--- config.mk ---
export PLATFORM = sky130hd
export DESIGN_NAME = toy_mem_req_master_flat
export DESIGN_NICKNAME = d
export VERILOG_FILES = /design/src/rtl/toy_mem_req_master_if.sv /design/src/rtl/toy_mem_req_master.sv /design/src/flat_wrapper.sv
export SDC_FILE = /design/constraint.sdc
export NUM_CORES = 1
export LEC_CHECK = 0
export CAP_MARGIN = 20
export CELL_PAD_IN_SITES_DETAIL_PLACEMENT = 1
export CELL_PAD_IN_SITES_GLOBAL_PLACEMENT = 2
export CORE_MARGIN = 2
export CORE_UTILIZATION = 26
export DETAILED_ROUTE_END_ITERATION = 8
export GPL_TIMING_DRIVEN = 1
export PLACE_DENSITY = 0.83
export SYNTH_ARGS = -nofsm -noshare
export SYNTH_HDL_FRONTEND = slang
export SYNTH_SLANG_ARGS = --single-unit
--- constraint.sdc ---
create_clock -name clk -period 5.1 [get_ports clk]
set_input_delay 0.765 -clock clk [delete_from_list [all_inputs] [get_ports clk]]
set_output_delay 0.765 -clock clk [all_outputs]
set_load 0.01 [all_outputs]
--- src/rtl/toy_mem_req_master_if.sv ---
// Request/response and memory-port bundle for toy_mem_req_master.
//   master : the request master itself (accepts req_*, returns rsp_*,
//            drives mem_*, receives mem_rd_data)
//   slave  : the environment side (core load/store stage plus data memory)
// Signals: req_vld/req_rdy/req_addr/req_wr/req_size/req_unsigned/req_wdata,
//          rsp_vld/rsp_rdy/rsp_rdata/rsp_err,
//          mem_en/mem_addr/mem_wr_en/mem_wr_data/mem_wr_byte_en/mem_rd_data.
interface toy_mem_req_master_if #(
    parameter int unsigned ADDR_WIDTH = 32,
    parameter int unsigned DATA_WIDTH = 32
);
    logic                    req_vld;
    logic                    req_rdy;
    logic [ADDR_WIDTH-1:0]   req_addr;
    logic                    req_wr;
    logic [1:0]              req_size;
    logic                    req_unsigned;
    logic [DATA_WIDTH-1:0]   req_wdata;

    logic                    rsp_vld;
    logic                    rsp_rdy;
    logic [DATA_WIDTH-1:0]   rsp_rdata;
    logic                    rsp_err;

    logic                    mem_en;
    logic [ADDR_WIDTH-1:0]   mem_addr;
    logic                    mem_wr_en;
    logic [DATA_WIDTH-1:0]   mem_wr_data;
    logic [DATA_WIDTH/8-1:0] mem_wr_byte_en;
    logic [DATA_WIDTH-1:0]   mem_rd_data;

    modport master (
        input  req_vld, req_addr, req_wr, req_size, req_unsigned, req_wdata,
        output req_rdy,
        output rsp_vld, rsp_rdata, rsp_err,
        input  rsp_rdy,
        output mem_en, mem_addr, mem_wr_en, mem_wr_data, mem_wr_byte_en,
        input  mem_rd_data
    );

    modport slave (
        output req_vld, req_addr, req_wr, req_size, req_unsigned, req_wdata,
        input  req_rdy,
        input  rsp_vld, rsp_rdata, rsp_err,
        output rsp_rdy,
        input  mem_en, mem_addr, mem_wr_en, mem_wr_data, mem_wr_byte_en,
        output mem_rd_data
    );
endinterface

--- src/rtl/toy_mem_req_master.sv ---
// Load/store initiator for a single-cycle-latency data memory.
// Accepts byte/halfword/word requests, drives word address, byte enables and
// lane-replicated write data for one cycle, then returns extended load data
// or a misalignment error on the response channel.
// Ports:
//   clk  : rising-edge clock
//   rst  : synchronous active-high reset
//   bus  : toy_mem_req_master_if.master (request, response and memory port)
module toy_mem_req_master #(
    parameter int unsigned ADDR_WIDTH = 32,
    parameter int unsigned DATA_WIDTH = 32
) (
    input  logic                  clk,
    input  logic                  rst,
    toy_mem_req_master_if.master  bus
);
    localparam int unsigned BE_W = DATA_WIDTH / 8;

    if (DATA_WIDTH != 32) begin : g_width_check
        $error("toy_mem_req_master: only DATA_WIDTH=32 is supported");
    end

    typedef enum logic [1:0] {
        IDLE,
        ISSUE,
        CAPTURE,
        RESP
    } state_t;

    state_t                state_q, state_n;
    logic [1:0]            lat_addr_q, lat_addr_n;
    logic [1:0]            lat_size_q, lat_size_n;
    logic                  lat_uns_q,  lat_uns_n;
    logic                  lat_wr_q,   lat_wr_n;

    logic                  req_rdy_q,   req_rdy_n;
    logic                  rsp_vld_q,   rsp_vld_n;
    logic [DATA_WIDTH-1:0] rsp_rdata_q, rsp_rdata_n;
    logic                  rsp_err_q,   rsp_err_n;
    logic                  mem_en_q,    mem_en_n;
    logic [ADDR_WIDTH-1:0] mem_addr_q,  mem_addr_n;
    logic                  mem_wr_en_q, mem_wr_en_n;
    logic [DATA_WIDTH-1:0] mem_wd_q,    mem_wd_n;
    logic [BE_W-1:0]       mem_be_q,    mem_be_n;

    logic                  req_bad;
    logic [BE_W-1:0]       req_be;
    logic [DATA_WIDTH-1:0] req_wd;
    logic [DATA_WIDTH-1:0] rd_lane;
    logic [DATA_WIDTH-1:0] rd_ext;

    // Request decode: alignment, lane enables and lane replication.
    always_comb begin
        req_bad = 1'b0;
        req_be  = '0;
        req_wd  = '0;
        case (bus.req_size)
            2'd0: begin
                req_be = 4'b0001 << bus.req_addr[1:0];
                req_wd = {4{bus.req_wdata[7:0]}};
            end
            2'd1: begin
                req_bad = bus.req_addr[0];
                req_be  = 4'b0011 << {bus.req_addr[1], 1'b0};
                req_wd  = {2{bus.req_wdata[15:0]}};
            end
            2'd2: begin
                req_bad = (bus.req_addr[1:0] != 2'b00);
                req_be  = 4'b1111;
                req_wd  = bus.req_wdata;
            end
            default: req_bad = 1'b1;
        endcase
    end

    // Read lane extraction from the latched request attributes.
    always_comb begin
        rd_lane = bus.mem_rd_data >> {lat_addr_q, 3'b000};
        case (lat_size_q)
            2'd0:    rd_ext = lat_uns_q ? {{(DATA_WIDTH-8){1'b0}}, rd_lane[7:0]}
                                        : {{(DATA_WIDTH-8){rd_lane[7]}}, rd_lane[7:0]};
            2'd1:    rd_ext = lat_uns_q ? {{(DATA_WIDTH-16){1'b0}}, rd_lane[15:0]}
                                        : {{(DATA_WIDTH-16){rd_lane[15]}}, rd_lane[15:0]};
            default: rd_ext = bus.mem_rd_data;
        endcase
    end

    // Next-state and next-output logic; every output is the registered
    // version of its *_n value, so req_rdy follows the next state.
    always_comb begin
        state_n     = state_q;
        lat_addr_n  = lat_addr_q;
        lat_size_n  = lat_size_q;
        lat_uns_n   = lat_uns_q;
        lat_wr_n    = lat_wr_q;
        rsp_vld_n   = rsp_vld_q;
        rsp_rdata_n = rsp_rdata_q;
        rsp_err_n   = rsp_err_q;
        mem_en_n    = 1'b0;
        mem_wr_en_n = 1'b0;
        mem_be_n    = '0;
        mem_addr_n  = mem_addr_q;
        mem_wd_n    = mem_wd_q;

        case (state_q)
            IDLE: begin
                if (bus.req_vld && req_rdy_q) begin
                    lat_addr_n = bus.req_addr[1:0];
                    lat_size_n = bus.req_size;
                    lat_uns_n  = bus.req_unsigned;
                    lat_wr_n   = bus.req_wr;
                    if (req_bad) begin
                        state_n     = RESP;
                        rsp_vld_n   = 1'b1;
                        rsp_err_n   = 1'b1;
                        rsp_rdata_n = '0;
                    end else begin
                        state_n     = ISSUE;
                        mem_en_n    = 1'b1;
                        mem_wr_en_n = bus.req_wr;
                        mem_addr_n  = bus.req_addr >> 2;
                        mem_be_n    = bus.req_wr ? req_be : '0;
                        mem_wd_n    = req_wd;
                    end
                end
            end
            ISSUE: begin
                if (lat_wr_q) begin
                    state_n     = RESP;
                    rsp_vld_n   = 1'b1;
                    rsp_err_n   = 1'b0;
                    rsp_rdata_n = '0;
                end else begin
                    state_n = CAPTURE;
                end
            end
            CAPTURE: begin
                state_n     = RESP;
                rsp_vld_n   = 1'b1;
                rsp_err_n   = 1'b0;
                rsp_rdata_n = rd_ext;
            end
            RESP: begin
                if (bus.rsp_rdy) begin
                    state_n   = IDLE;
                    rsp_vld_n = 1'b0;
                end
            end
            default: state_n = IDLE;
        endcase

        req_rdy_n = (state_n == IDLE);
    end

    always_ff @(posedge clk) begin
        if (rst) begin
            state_q     <= IDLE;
            lat_addr_q  <= '0;
            lat_size_q  <= '0;
            lat_uns_q   <= 1'b0;
            lat_wr_q    <= 1'b0;
            req_rdy_q   <= 1'b0;
            rsp_vld_q   <= 1'b0;
            rsp_rdata_q <= '0;
            rsp_err_q   <= 1'b0;
            mem_en_q    <= 1'b0;
            mem_addr_q  <= '0;
            mem_wr_en_q <= 1'b0;
            mem_wd_q    <= '0;
            mem_be_q    <= '0;
        end else begin
            state_q     <= state_n;
            lat_addr_q  <= lat_addr_n;
            lat_size_q  <= lat_size_n;
            lat_uns_q   <= lat_uns_n;
            lat_wr_q    <= lat_wr_n;
            req_rdy_q   <= req_rdy_n;
            rsp_vld_q   <= rsp_vld_n;
            rsp_rdata_q <= rsp_rdata_n;
            rsp_err_q   <= rsp_err_n;
            mem_en_q    <= mem_en_n;
            mem_addr_q  <= mem_addr_n;
            mem_wr_en_q <= mem_wr_en_n;
            mem_wd_q    <= mem_wd_n;
            mem_be_q    <= mem_be_n;
        end
    end

    assign bus.req_rdy        = req_rdy_q;
    assign bus.rsp_vld        = rsp_vld_q;
    assign bus.rsp_rdata      = rsp_rdata_q;
    assign bus.rsp_err        = rsp_err_q;
    assign bus.mem_en         = mem_en_q;
    assign bus.mem_addr       = mem_addr_q;
    assign bus.mem_wr_en      = mem_wr_en_q;
    assign bus.mem_wr_data    = mem_wd_q;
    assign bus.mem_wr_byte_en = mem_be_q;
endmodule

--- src/flat_wrapper.sv ---
// flat-port wrapper written by rule: the top's interface ports become plain ports
module toy_mem_req_master_flat 
#(
    parameter int unsigned ADDR_WIDTH = 32,
    parameter int unsigned DATA_WIDTH = 32
)
  (clk, rst, bus_req_vld, bus_req_addr, bus_req_wr, bus_req_size, bus_req_unsigned, bus_req_wdata, bus_req_rdy, bus_rsp_vld, bus_rsp_rdata, bus_rsp_err, bus_rsp_rdy, bus_mem_en, bus_mem_addr, bus_mem_wr_en, bus_mem_wr_data, bus_mem_wr_byte_en, bus_mem_rd_data);
  toy_mem_req_master_if #(.ADDR_WIDTH(ADDR_WIDTH), .DATA_WIDTH(DATA_WIDTH)) bus_i ();
  input  logic clk;
  input  logic rst;
  input wire logic [$bits(bus_i.req_vld)-1:0] bus_req_vld;
  input wire logic [$bits(bus_i.req_addr)-1:0] bus_req_addr;
  input wire logic [$bits(bus_i.req_wr)-1:0] bus_req_wr;
  input wire logic [$bits(bus_i.req_size)-1:0] bus_req_size;
  input wire logic [$bits(bus_i.req_unsigned)-1:0] bus_req_unsigned;
  input wire logic [$bits(bus_i.req_wdata)-1:0] bus_req_wdata;
  output wire logic [$bits(bus_i.req_rdy)-1:0] bus_req_rdy;
  output wire logic [$bits(bus_i.rsp_vld)-1:0] bus_rsp_vld;
  output wire logic [$bits(bus_i.rsp_rdata)-1:0] bus_rsp_rdata;
  output wire logic [$bits(bus_i.rsp_err)-1:0] bus_rsp_err;
  input wire logic [$bits(bus_i.rsp_rdy)-1:0] bus_rsp_rdy;
  output wire logic [$bits(bus_i.mem_en)-1:0] bus_mem_en;
  output wire logic [$bits(bus_i.mem_addr)-1:0] bus_mem_addr;
  output wire logic [$bits(bus_i.mem_wr_en)-1:0] bus_mem_wr_en;
  output wire logic [$bits(bus_i.mem_wr_data)-1:0] bus_mem_wr_data;
  output wire logic [$bits(bus_i.mem_wr_byte_en)-1:0] bus_mem_wr_byte_en;
  input wire logic [$bits(bus_i.mem_rd_data)-1:0] bus_mem_rd_data;
  assign bus_i.req_vld = bus_req_vld;
  assign bus_i.req_addr = bus_req_addr;
  assign bus_i.req_wr = bus_req_wr;
  assign bus_i.req_size = bus_req_size;
  assign bus_i.req_unsigned = bus_req_unsigned;
  assign bus_i.req_wdata = bus_req_wdata;
  assign bus_req_rdy = bus_i.req_rdy;
  assign bus_rsp_vld = bus_i.rsp_vld;
  assign bus_rsp_rdata = bus_i.rsp_rdata;
  assign bus_rsp_err = bus_i.rsp_err;
  assign bus_i.rsp_rdy = bus_rsp_rdy;
  assign bus_mem_en = bus_i.mem_en;
  assign bus_mem_addr = bus_i.mem_addr;
  assign bus_mem_wr_en = bus_i.mem_wr_en;
  assign bus_mem_wr_data = bus_i.mem_wr_data;
  assign bus_mem_wr_byte_en = bus_i.mem_wr_byte_en;
  assign bus_i.mem_rd_data = bus_mem_rd_data;
  toy_mem_req_master #(.ADDR_WIDTH(ADDR_WIDTH), .DATA_WIDTH(DATA_WIDTH)) u_core (.clk(clk), .rst(rst), .bus(bus_i));
endmodule
==> impl_metrics.toml <==
[outcome]
status = "finished, final reports clean"

[floorplan]
start_util_pct = 26.6
die_x_um = 142
rows = 50
dieArea_sq_mm = 0.0202
core_area_sq_mm = 0.0187
die_y_um = 142
ios = 209

[grt]
grt_start_max_net_pins = 77
grt_use_met2_pct = 30.5
grt_busiest_layer = "met2"
grtUsageMet3_pct = 4.71
use_met1_pct = 21.0
antenna_found_initial = 0
grt_usage_pct = 17.5
grt_pass1_vias = 5105
overflow = 0
grt_pass1_wl_mm = 27.9

[cts]
clockBufferDepth = 2
cts_hold_buf = 0
cts_resized = 0
clk_pin_slew_ns = 0.07
clock-sinks = 111
cts_tree = "yes"
clock_latency_ns = 0.35
cts_root_buffer = "clkbuf_16"
cts_setup_buffers = 0
numCtsBuffers = 9
cts_max_level = 3

[synthesis]
synth_ff_type = "dfxtp_1"
yosys.area.top_type_share_pct = 44.7
synth_area_leaders = "dfxtp_1, nand2_1, mux2i_1"
yosysMostFrequentCell = "dfxtp_1"
seq_area_frac_synth_pct = 44.7
synthArstFlopShare_pct = 0
postSynthAreaPerCell_sq_um = 8.71
syn_area_sq_mm = 0.00497
synth_edf_count = 0
ys_ff_latch = 111
netlist_instances = 570
synthDistinctLibCells = 44
synth_top_area_cell = "dfxtp_1"
synth_common_cells = "dfxtp_1, nand2_1, a21oi_1"
ys.warnings.count = 0

[detailed_routing]
dr.pass1.iters = 4
routedWlPerCell_um = 18.2
wl_mm = 17.9
first_iter_violations = 228
drc = 0
viasPerCell = 5.03
vias = 4950
ant_nets = 0

[timing]
rsz0062_at_grt = "false"
finalHoldViolations = 0
fin_skew_ns = 0.00653
worst_pin_slew_ns = 1.05
finalSetupViolCount = 0
period_share_pct = 62.2
period_minus_slack_ns = 3.17
tns_ns = 0
timing.max_slew.rel_slack_pct = 29.7
clock.fmax_mhz = 315
drv_slew = 0

[power]
p_leak_uw = 0.00257
power_density_mw_per_mm2 = 359
irDropWorstVdd_v = 0.000181

[setup_path]
path_delay_family = "compound AO/OA/AOI/OAI gates"
cp-end-kind = "flop"
cp_max_fo = 13
cpMaxStageDelayCell = "clkdlybuf4s50_1"
cp_data_required_time_ns = 5.35
worst_setup_path_start_kind = "input pin"
worst-path-buf-inv = 1
worstSetupPathType = "input pin to flop"
crit_chain = "clkdlybuf4s50_1, nor2b_1, a221oi_2, nand3_1, o32ai_1"
critPathMaxStageDelay_ns = 0.83
worstPathArrival_ns = 3.42

[hold_path]
min_path_type = "flop to flop"

[placement]
hpwl_mm = 13.3
numPortBuffers = 206
globalplace.congestion = 0.815

[final_layout]
layout.nets = 855
n_antenna_cell = 0
synthToLayoutAreaGrowth_pct = 50.1
drive_gt1_share_pct = 5.06
fin_util_pct = 39.9

[job]
cap_viol_max_count = 0
[logic make-up (layout without fill, tap and decap cells)]
kind of cell               after synthesis  in the layout  synth area share, %
and+or+nand+nor                        208            208                 19.4
other                                    1              2               0.0755
muxes                                   32             32                 6.95
buffers and inverters                   57            237                 5.11
AOI/OAI and AO/OA                      156            156                 22.4
adders and majority gates                5              5                 1.26
DFF                                    111            111                 44.7
[cell type report]
type	count	area, sq um
fill	2174	11200
inverter	8	30.0
tap	234	293
clock inverter	4	52.6
clock buffer	12	246
multi-input combinational	403	2500
timing repair buffer	213	2110
sequential	111	2220
[report_power, final]
part / leakage, uW / switching, uW / internal (uW)
registers: 0.000899 / 79.8 / 970
clock network: 0.000147 / 333 / 398
logic: 0.00153 / 472 / 426
[worst min-delay path: cells and delay by family, from the launching register on]
family | cells | cell delay, ns
AO/OA/AOI/OAI | 1 | 0.05
flip-flops | 1 | 0.31
AND/OR/NAND/NOR | 1 | 0.05
[layer usage]
metal,up-vias,wire length [um]
li1,2394,-
met1,2401,7720
met2,136,8760
met3,19,1140
met4,0,292
met5,-,0
[through the flow]
stage          setup WS [ns]  hold slack, ns  instances  power [uW]  area [sq um]
3_5_place_dp            1.63           0.451        969        1970          7160
6_report                1.93           0.457        985        2680          7460
5_1_grt                 1.73           0.485        985        2840          7460
3_3_place_gp            1.75           0.442        969        1940          7160
4_1_cts                 1.97           0.459        985        2710          7460
2_1_floorplan           2.88           0.477        571        1560          4970
[sequential cells by signal (all words and copies together) (netlist names)]
signal	count
u_core.state_q	2
u_core.bus.mem_wr_data	32
u_core.bus.req_rdy	1
u_core.bus.mem_wr_en	1
u_core.bus.mem_addr	30
u_core.lat_size_q	2
u_core.lat_addr_q	2
u_core.bus.mem_en	1
u_core.lat_uns_q	1
u_core.bus.rsp_rdata	32
u_core.bus.rsp_err	1
u_core.lat_wr_q	1
u_core.bus.mem_wr_byte_en	4
u_core.bus.rsp_vld	1
[path summary, 6_finish.rpt]
kind / start / endpoint / slack (ns) / cells past startpoint
worst max-delay path: bus_req_size[1] / u_core.bus.rsp_rdata[15]$_SDFFE_PP0P_ / 1.93 / 5
worst min-delay path: u_core.bus.mem_addr[17]$_SDFFE_PP0P_ / u_core.bus.mem_addr[17]$_SDFFE_PP0P_ / 0.46 / 2
worst max register to register: u_core.state_q[0]$_SDFF_PP0_ / u_core.bus.mem_addr[4]$_SDFFE_PP0P_ / 2.27 / 7
worst min register to register: u_core.bus.mem_addr[17]$_SDFFE_PP0P_ / u_core.bus.mem_addr[17]$_SDFFE_PP0P_ / 0.46 / 2
[placed cells by master, fill, tap and decap left out, types with 3 or more instances in the layout]
cell,synthesis,routed
a211oi_1,18,18
a21o_1,4,3
a21oi_1,57,57
a221o_1,8,8
a221o_2,9,9
a221oi_1,8,8
a22oi_1,7,7
a2bb2oi_1,6,6
a32oi_1,7,7
and2_1,17,17
buf_4,2,7
clkbuf_16,0,9
clkdlybuf4s50_1,0,205
dfxtp_1,111,111
ha_1,5,5
inv_1,8,8
mux2i_1,30,30
nand2_1,83,83
nand2b_1,7,7
nand3_1,5,5
nand3b_1,9,9
nor2_1,50,50
nor2b_1,4,4
nor3_1,25,25
o211ai_1,7,7
o21ai_0,3,3
o22ai_1,6,6
o2bb2ai_1,7,7
(Power assumes the default switching activity.)
